### src/rtl/rgb_pkg.sv
// Shared constants for RGB/RGBW pixel-word handling and one-wire LED bit timing.
package rgb_pkg;

  // Pixel word layout: [31] valid, [30] stream reset, [29:24] ignored, then G, R, B bytes.
  localparam int unsigned WORD_VALID_BIT    = 31;
  localparam int unsigned WORD_STRM_RST_BIT = 30;
  localparam int unsigned WORD_G_MSB        = 23;
  localparam int unsigned WORD_G_LSB        = 16;
  localparam int unsigned WORD_R_MSB        = 15;
  localparam int unsigned WORD_R_LSB        = 8;
  localparam int unsigned WORD_B_MSB        = 7;
  localparam int unsigned WORD_B_LSB        = 0;

  // Output encodings.
  localparam int unsigned OUT_MODE_GRB          = 0;  // 24-bit GRB pass-through
  localparam int unsigned OUT_MODE_GRBW_EXTRACT = 1;  // 32-bit GRBW, W = min(R,G,B)
  localparam int unsigned OUT_MODE_GRBW_ZERO    = 2;  // 32-bit GRBW, W = 0

  // Default bit timing in clocks at 96 MHz.
  localparam int unsigned DEF_T0H               = 16;
  localparam int unsigned DEF_T0L               = 74;
  localparam int unsigned DEF_T1H               = 45;
  localparam int unsigned DEF_T1L               = 45;
  localparam int unsigned DEF_STREAM_RESET_CLKS = 7681;

  typedef enum logic [2:0] {
    StIdle,
    StFetch,
    StConvert,
    StSendH,
    StSendL,
    StStrmRst
  } sotp_state_e;

  function automatic int unsigned max_u(input int unsigned a, input int unsigned b);
    return (a > b) ? a : b;
  endfunction

endpackage

### src/rtl/rgbw_sotp_gen_if.sv
// FIFO read port and LED strip output of the serial pixel driver.
interface rgbw_sotp_gen_if;
  logic        in_rd_fifo_empty;
  logic [31:0] in_rd_fifo_data;
  logic        out_rd_fifo_en;
  logic        out_sig;
  logic        out_busy;
  logic        out_pixel_done;

  // Driver side.
  modport master (
    input  in_rd_fifo_empty,
    input  in_rd_fifo_data,
    output out_rd_fifo_en,
    output out_sig,
    output out_busy,
    output out_pixel_done
  );

  // FIFO / strip side.
  modport slave (
    output in_rd_fifo_empty,
    output in_rd_fifo_data,
    input  out_rd_fifo_en,
    input  out_sig,
    input  out_busy,
    input  out_pixel_done
  );
endinterface

### src/rtl/rgbw_white_extract.sv
// Combinational white extraction: W = min(R,G,B), subtracted from each colour.
// With i_en low the colours pass through unchanged and W is zero.
module rgbw_white_extract (
  input  logic       i_en,
  input  logic [7:0] i_g,
  input  logic [7:0] i_r,
  input  logic [7:0] i_b,
  output logic [7:0] o_g,
  output logic [7:0] o_r,
  output logic [7:0] o_b,
  output logic [7:0] o_w
);

  logic [7:0] w_min_gr;
  logic [7:0] w_min;

  // Minimum of the three channels; subtracting it can never underflow.
  always_comb begin
    w_min_gr = (i_g < i_r) ? i_g : i_r;
    w_min    = (w_min_gr < i_b) ? w_min_gr : i_b;
    o_w      = i_en ? w_min : 8'h00;
    o_g      = i_g - o_w;
    o_r      = i_r - o_w;
    o_b      = i_b - o_w;
  end

endmodule

### src/rtl/rgbw_sotp_gen.sv
// Serial one-wire LED driver: pops pixel words from a FIFO, optionally extracts
// white, and emits a self-clocked WS2812B/SK6812RGBW style bitstream.
module rgbw_sotp_gen
  import rgb_pkg::*;
#(
  parameter int unsigned T0H               = DEF_T0H,
  parameter int unsigned T0L               = DEF_T0L,
  parameter int unsigned T1H               = DEF_T1H,
  parameter int unsigned T1L               = DEF_T1L,
  parameter int unsigned STREAM_RESET_CLKS = DEF_STREAM_RESET_CLKS,
  parameter int unsigned OUT_MODE          = OUT_MODE_GRBW_EXTRACT
) (
  input logic             clk,
  input logic             rst_n,
  rgbw_sotp_gen_if.master led_if
);

  localparam int unsigned MAX_T = max_u(max_u(max_u(T0H, T0L), max_u(T1H, T1L)),
                                        STREAM_RESET_CLKS);
  localparam int unsigned CNT_W = $clog2(MAX_T + 1);

  localparam logic [CNT_W-1:0] CntT0H = CNT_W'(T0H);
  localparam logic [CNT_W-1:0] CntT0L = CNT_W'(T0L);
  localparam logic [CNT_W-1:0] CntT1H = CNT_W'(T1H);
  localparam logic [CNT_W-1:0] CntT1L = CNT_W'(T1L);
  localparam logic [CNT_W-1:0] CntRst = CNT_W'(STREAM_RESET_CLKS);
  localparam logic [CNT_W-1:0] CntOne = CNT_W'(1);

  localparam logic       ExtractEn = (OUT_MODE == OUT_MODE_GRBW_EXTRACT);
  localparam logic [5:0] NumBits   = (OUT_MODE == OUT_MODE_GRB) ? 6'd24 : 6'd32;

  logic [1:0]       r_rst_sync;
  logic             w_run;

  sotp_state_e      r_state, w_state_d;
  logic [7:0]       r_g, r_r, r_b;
  logic [7:0]       w_g_d, w_r_d, w_b_d;
  logic [31:0]      r_shift, w_shift_d;
  logic [5:0]       r_bits_left, w_bits_d;
  logic [CNT_W-1:0] r_cnt, w_cnt_d;
  logic             r_sig, w_sig_d;
  logic             r_done, w_done_d;
  logic             w_rd_en;

  logic             w_fifo_empty;
  logic [31:0]      w_fifo_data;
  logic [7:0]       w_xg, w_xr, w_xb, w_xw;
  logic [31:0]      w_load_word;

  assign w_fifo_empty = led_if.in_rd_fifo_empty;
  assign w_fifo_data  = led_if.in_rd_fifo_data;

  rgbw_white_extract u_white_extract (
    .i_en (ExtractEn),
    .i_g  (r_g),
    .i_r  (r_r),
    .i_b  (r_b),
    .o_g  (w_xg),
    .o_r  (w_xr),
    .o_b  (w_xb),
    .o_w  (w_xw)
  );

  // Shift order is MSB-first G,R,B,W; in 24-bit mode the W byte is never reached.
  assign w_load_word = {w_xg, w_xr, w_xb, w_xw};

  // Two-flop release of the asynchronous reset; the FSM stays idle until it completes.
  always_ff @(posedge clk or negedge rst_n) begin
    if (!rst_n) begin
      r_rst_sync <= 2'b00;
    end else begin
      r_rst_sync <= {r_rst_sync[0], 1'b1};
    end
  end

  assign w_run = r_rst_sync[1];

  // Next-state, datapath updates and the pop strobe.
  always_comb begin
    w_state_d = r_state;
    w_g_d     = r_g;
    w_r_d     = r_r;
    w_b_d     = r_b;
    w_shift_d = r_shift;
    w_bits_d  = r_bits_left;
    w_cnt_d   = r_cnt;
    w_sig_d   = r_sig;
    w_done_d  = 1'b0;
    w_rd_en   = 1'b0;
    case (r_state)
      StIdle: begin
        w_sig_d = 1'b0;
        if (!w_fifo_empty) begin
          w_rd_en   = 1'b1;
          w_state_d = StFetch;
        end
      end
      StFetch: begin
        // Stream reset wins over the valid flag.
        if (w_fifo_data[WORD_STRM_RST_BIT]) begin
          w_cnt_d   = CntRst;
          w_state_d = StStrmRst;
        end else if (!w_fifo_data[WORD_VALID_BIT]) begin
          w_state_d = StIdle;
        end else begin
          w_g_d     = w_fifo_data[WORD_G_MSB:WORD_G_LSB];
          w_r_d     = w_fifo_data[WORD_R_MSB:WORD_R_LSB];
          w_b_d     = w_fifo_data[WORD_B_MSB:WORD_B_LSB];
          w_state_d = StConvert;
        end
      end
      StConvert: begin
        w_shift_d = w_load_word;
        w_bits_d  = NumBits;
        w_cnt_d   = w_load_word[31] ? CntT1H : CntT0H;
        w_sig_d   = 1'b1;
        w_state_d = StSendH;
      end
      StSendH: begin
        if (r_cnt <= CntOne) begin
          w_cnt_d   = r_shift[31] ? CntT1L : CntT0L;
          w_sig_d   = 1'b0;
          w_state_d = StSendL;
        end else begin
          w_cnt_d = r_cnt - CntOne;
        end
      end
      StSendL: begin
        if (r_cnt <= CntOne) begin
          if (r_bits_left > 6'd1) begin
            w_shift_d = {r_shift[30:0], 1'b0};
            w_bits_d  = r_bits_left - 6'd1;
            w_cnt_d   = r_shift[30] ? CntT1H : CntT0H;
            w_sig_d   = 1'b1;
            w_state_d = StSendH;
          end else begin
            w_done_d  = 1'b1;
            w_state_d = StIdle;
          end
        end else begin
          w_cnt_d = r_cnt - CntOne;
        end
      end
      StStrmRst: begin
        w_sig_d = 1'b0;
        if (r_cnt <= CntOne) begin
          w_state_d = StIdle;
        end else begin
          w_cnt_d = r_cnt - CntOne;
        end
      end
      default: begin
        w_state_d = StIdle;
        w_sig_d   = 1'b0;
      end
    endcase
  end

  // State and datapath registers; cleared while reset is asserted or still releasing.
  always_ff @(posedge clk or negedge rst_n) begin
    if (!rst_n) begin
      r_state     <= StIdle;
      r_g         <= 8'h00;
      r_r         <= 8'h00;
      r_b         <= 8'h00;
      r_shift     <= 32'h0;
      r_bits_left <= 6'd0;
      r_cnt       <= '0;
      r_sig       <= 1'b0;
      r_done      <= 1'b0;
    end else if (!w_run) begin
      r_state     <= StIdle;
      r_g         <= 8'h00;
      r_r         <= 8'h00;
      r_b         <= 8'h00;
      r_shift     <= 32'h0;
      r_bits_left <= 6'd0;
      r_cnt       <= '0;
      r_sig       <= 1'b0;
      r_done      <= 1'b0;
    end else begin
      r_state     <= w_state_d;
      r_g         <= w_g_d;
      r_r         <= w_r_d;
      r_b         <= w_b_d;
      r_shift     <= w_shift_d;
      r_bits_left <= w_bits_d;
      r_cnt       <= w_cnt_d;
      r_sig       <= w_sig_d;
      r_done      <= w_done_d;
    end
  end

  assign led_if.out_rd_fifo_en = w_rd_en & w_run;
  assign led_if.out_sig        = r_sig;
  assign led_if.out_busy       = (r_state != StIdle);
  assign led_if.out_pixel_done = r_done;

endmodule

### src/flat_wrapper.sv
// flat-port wrapper written by rule: the top's interface ports become plain ports
module rgbw_sotp_gen_flat import rgb_pkg::*;
#(
  parameter int unsigned T0H               = DEF_T0H,
  parameter int unsigned T0L               = DEF_T0L,
  parameter int unsigned T1H               = DEF_T1H,
  parameter int unsigned T1L               = DEF_T1L,
  parameter int unsigned STREAM_RESET_CLKS = DEF_STREAM_RESET_CLKS,
  parameter int unsigned OUT_MODE          = OUT_MODE_GRBW_EXTRACT
)
  (clk, rst_n, led_if_in_rd_fifo_empty, led_if_in_rd_fifo_data, led_if_out_rd_fifo_en, led_if_out_sig, led_if_out_busy, led_if_out_pixel_done);
  rgbw_sotp_gen_if led_if_i ();
  input logic clk;
  input logic rst_n;
  input wire logic [$bits(led_if_i.in_rd_fifo_empty)-1:0] led_if_in_rd_fifo_empty;
  input wire logic [$bits(led_if_i.in_rd_fifo_data)-1:0] led_if_in_rd_fifo_data;
  output wire logic [$bits(led_if_i.out_rd_fifo_en)-1:0] led_if_out_rd_fifo_en;
  output wire logic [$bits(led_if_i.out_sig)-1:0] led_if_out_sig;
  output wire logic [$bits(led_if_i.out_busy)-1:0] led_if_out_busy;
  output wire logic [$bits(led_if_i.out_pixel_done)-1:0] led_if_out_pixel_done;
  assign led_if_i.in_rd_fifo_empty = led_if_in_rd_fifo_empty;
  assign led_if_i.in_rd_fifo_data = led_if_in_rd_fifo_data;
  assign led_if_out_rd_fifo_en = led_if_i.out_rd_fifo_en;
  assign led_if_out_sig = led_if_i.out_sig;
  assign led_if_out_busy = led_if_i.out_busy;
  assign led_if_out_pixel_done = led_if_i.out_pixel_done;
  rgbw_sotp_gen #(.T0H(T0H), .T0L(T0L), .T1H(T1H), .T1L(T1L), .STREAM_RESET_CLKS(STREAM_RESET_CLKS), .OUT_MODE(OUT_MODE)) u_core (.clk(clk), .rst_n(rst_n), .led_if(led_if_i));
endmodule
### config.mk
export PLATFORM = sky130hd
export DESIGN_NAME = rgbw_sotp_gen_flat
export DESIGN_NICKNAME = d
export VERILOG_FILES = /design/src/rtl/rgb_pkg.sv /design/src/rtl/rgbw_sotp_gen_if.sv /design/src/rtl/rgbw_white_extract.sv /design/src/rtl/rgbw_sotp_gen.sv /design/src/flat_wrapper.sv
export SDC_FILE = /design/constraint.sdc
export NUM_CORES = 1
export LEC_CHECK = 0
export ABC_CLOCK_PERIOD_IN_PS = 12700
export BUFFER_PORTS_ARGS = -buffer_cell sky130_fd_sc_hd__buf_2
export CAP_MARGIN = 20
export CORE_UTILIZATION = 50
export CTS_BUF_LIST = sky130_fd_sc_hd__clkbuf_4 sky130_fd_sc_hd__clkbuf_8
export DETAILED_ROUTE_END_ITERATION = 16
export GPL_TIMING_DRIVEN = 0
export PLACE_DENSITY = 0.68
export SYNTH_ARGS = -nofsm -noshare
export SYNTH_HDL_FRONTEND = slang
export SYNTH_SLANG_ARGS = --single-unit
export TNS_END_PERCENT = 50
### constraint.sdc
create_clock -name clk -period 12.7 [get_ports clk]
set_clock_uncertainty 0.15 [all_clocks]
set_input_delay 1.27 -clock clk [delete_from_list [all_inputs] [get_ports clk]]
set_output_delay 1.27 -clock clk [all_outputs]
set_load 0.005 [all_outputs]
==> out/results.ini <==
[yosys]
synthCells=756
ys.warnings.count=0
ys_types=82
synth_edf_count=0
synth_top_cell_by_area=dfrtp_1
ys_async_sr_fraction_pct=100
syn_area_sq_mm=0.00600
synth_top_area_share_pct=34.2
synth_ff_type=dfrtp_1
ys_ff_latch=82
avgSynthCellArea_sq_um=7.93
yosys-top-cells-area=dfrtp_1 34%, nand2_1 7.4%, a21oi_1 6.5%
synth_seq_area_share_pct=34.2
syn_nets=818

[detailed_routing]
drc=2
vias=5797
wirelength_mm=17.1
drtIter0Drc=600
ant_nets=0
via_per_inst=6.12
post_drt_wl_per_cell_um=18.1
drt_pass1_iterations=11

[job]
max_cap_violations=0

[critical_path]
slowest_delay_ns=0.53
worstPathRequired_ns=12.79
slowest_stage=or4_1
worst_setup_path_end_kind=flip-flop
critPathBufInv=8
cp-start-kind=flip-flop
cpLargestDelayFamily=compound AO/OA/AOI/OAI gates
worst-path-max-fanout=10
cp_common_cell=ha_1
cp_data_arrival_time_ns=7.59
path_class=flip-flop to flip-flop

[timing]
fmax_ghz=0.133
worst_hold_slack_ns=0.207
fin_crit_sh_pct=59.0
period_needed_ns=7.50
rsz0062_at_grt=no
setup_viol=0
hold_viol=0
worst_pin_slew_ns=0.841
final_max_slew_viol_count=0
tns_ns=0
layout_setup_ws_ns=5.20
slew_headroom_pct=43.3

[floorplanning]
initial_core_util_pct=51.8
pin_count=39
std_cell_rows=39
dieWidth_um=112
coreArea_sq_mm=0.0116
die_height_um=112
die-area_sq_mm=0.0124

[clock_tree]
ctsResizeCount=0
clkSlewWorstSetupHoldPaths_ns=0.09
numCtsBuffers=9
clockBufferDepth=2
post_cts_buffers=0
hold_buffers=0
clk_latency_ns=0.38
cts_max_level=3
cts_tree=yes
cts.sinks=82
cts-root-buf=clkbuf_8

[run_status]
violations=DRC
outcome=complete, but fails checks

[global_routing]
grt_overflow=0
antenna_found_initial=0
grt_pass1_wl_mm=27.8
track_usage_pct=28.5
grt_max_degree=53
grt_pass1_vias=5514

[placed_design]
hpwl_mm=12.9
gp_congestion=0.895
post-place-ws_ns=5.29
port_buffers=32

[finish]
area_growth_pct=10.5
layout-drive-gt1-share_pct=10.3
antenna_cells=0
final_nets=862

[power]
power_density_mw_per_mm2=193
p_leak_nw=2.84
ir_drop_v=0.0000896
p_total_mw=1.28

[min_path]
min_path_type=flip-flop to flip-flop

==> report_power, final <==
group	internal, mW	switching (mW)
registers	0.282	0.0200
clock network	0.152	0.104
logic	0.296	0.427
total	0.730	0.551
==> Yosys cell counts (7+ instances only) <==
cell type / count
o211ai_1: 11
dfrtp_1: 82
clkbuf_1: 38
nor2_1: 73
ha_1: 27
a211oi_1: 9
xnor2_1: 23
o21ai_0: 51
and3_1: 7
nand2_1: 119
nor3_1: 21
a21oi_1: 78
nand3_1: 24
inv_1: 35
==> state kept, by name, summed over array words and instances (netlist names) <==
register,flops
u_core.led_if.out_pixel_done,1
u_core.led_if.out_sig,1
u_core.r_b,8
u_core.r_bits_left,6
u_core.r_cnt,13
u_core.r_g,8
u_core.r_r,8
u_core.r_rst_sync,2
u_core.r_shift,32
u_core.r_state,3
==> cells by family after synthesis <==
| family | share of synthesized area [%] |
|---|---|
| muxes | 1.57 |
| DFF | 34.2 |
| AOI/OAI and AO/OA | 26.7 |
| and+or+nand+nor | 21.2 |
| xor gates and xnor gates | 4.24 |
| adders and majority gates | 6.82 |
| other | 0.0625 |
| buffers and inverters | 5.24 |
==> routing by layer <==
metal  GRT usage, %  vias to the layer above  wire length, um  share of wire (%)
met5              0                        -                0                  0
met1           35.0                     2743             7250                 42
li1               -                     2787                -                  -
met2           48.7                      229             8300                 48
met3           4.57                       38             1020                6.0
met4           14.5                        0              546                3.2
==> layout make-up <==
cell class	instances	area (sq um)
plain buffers	45	183
repair buffers	33	190
multi-input cells	594	3630
well taps	143	179
clock buffers	10	131
clock inverters	5	128
inverters	35	131
fillers	1087	4940
flip-flops and latches	82	2050
==> worst reg2reg max path, delay by kind of cell (launching register included) <==
| kind | cells | cell delay (ns) |
|---|---|---|
| flip-flops | 1 | 0.33 |
| AO/OA/AOI/OAI | 13 | 2.43 |
| multiplexers | 1 | 0.22 |
| AND/OR/NAND/NOR | 5 | 1.05 |
| buffers and inverters | 8 | 1.76 |
| adder cells (fa/ha/maj) | 5 | 1.43 |
==> worst paths after layout <==
check	start	end	slack (ns)	cells past startpoint
worst max-delay path	u_core.r_r[2]	u_core.r_shift[14]	5.20	32
worst min-delay path	u_core.r_rst_sync[0]	u_core.r_rst_sync[1]	0.21	0
worst max register to register	u_core.r_r[2]	u_core.r_shift[14]	5.20	32
worst min register to register	u_core.r_rst_sync[0]	u_core.r_rst_sync[1]	0.21	0
max in group asynchronous	rst_n	u_core.r_g[7]	11.12	2
min in group asynchronous	rst_n	u_core.r_state[0]	0.66	1
==> through the flow <==
stage,util (%),std cells,instance area (sq um)
6_report,57.3,947,6620
5_1_grt,57.3,947,6620
2_1_floorplan,-,756,6000
3_5_place_dp,55.0,932,6360
3_3_place_gp,54.8,931,6330
4_1_cts,57.3,947,6620
==> cells in the final DEF (no fill, tap or decap), types with 7 or more instances in the layout <==
master / n
clkbuf_1: 38
a211oi_1: 9
o211ai_1: 11
nand3_1: 24
ha_1: 27
inv_1: 35
clkbuf_8: 9
nor3_1: 21
nor2_1: 73
a21oi_1: 78
xnor2_1: 23
buf_2: 33
and3_1: 7
nand2_1: 119
o21ai_0: 51
dfrtp_1: 82
Power figures use the tool's default switching activity.
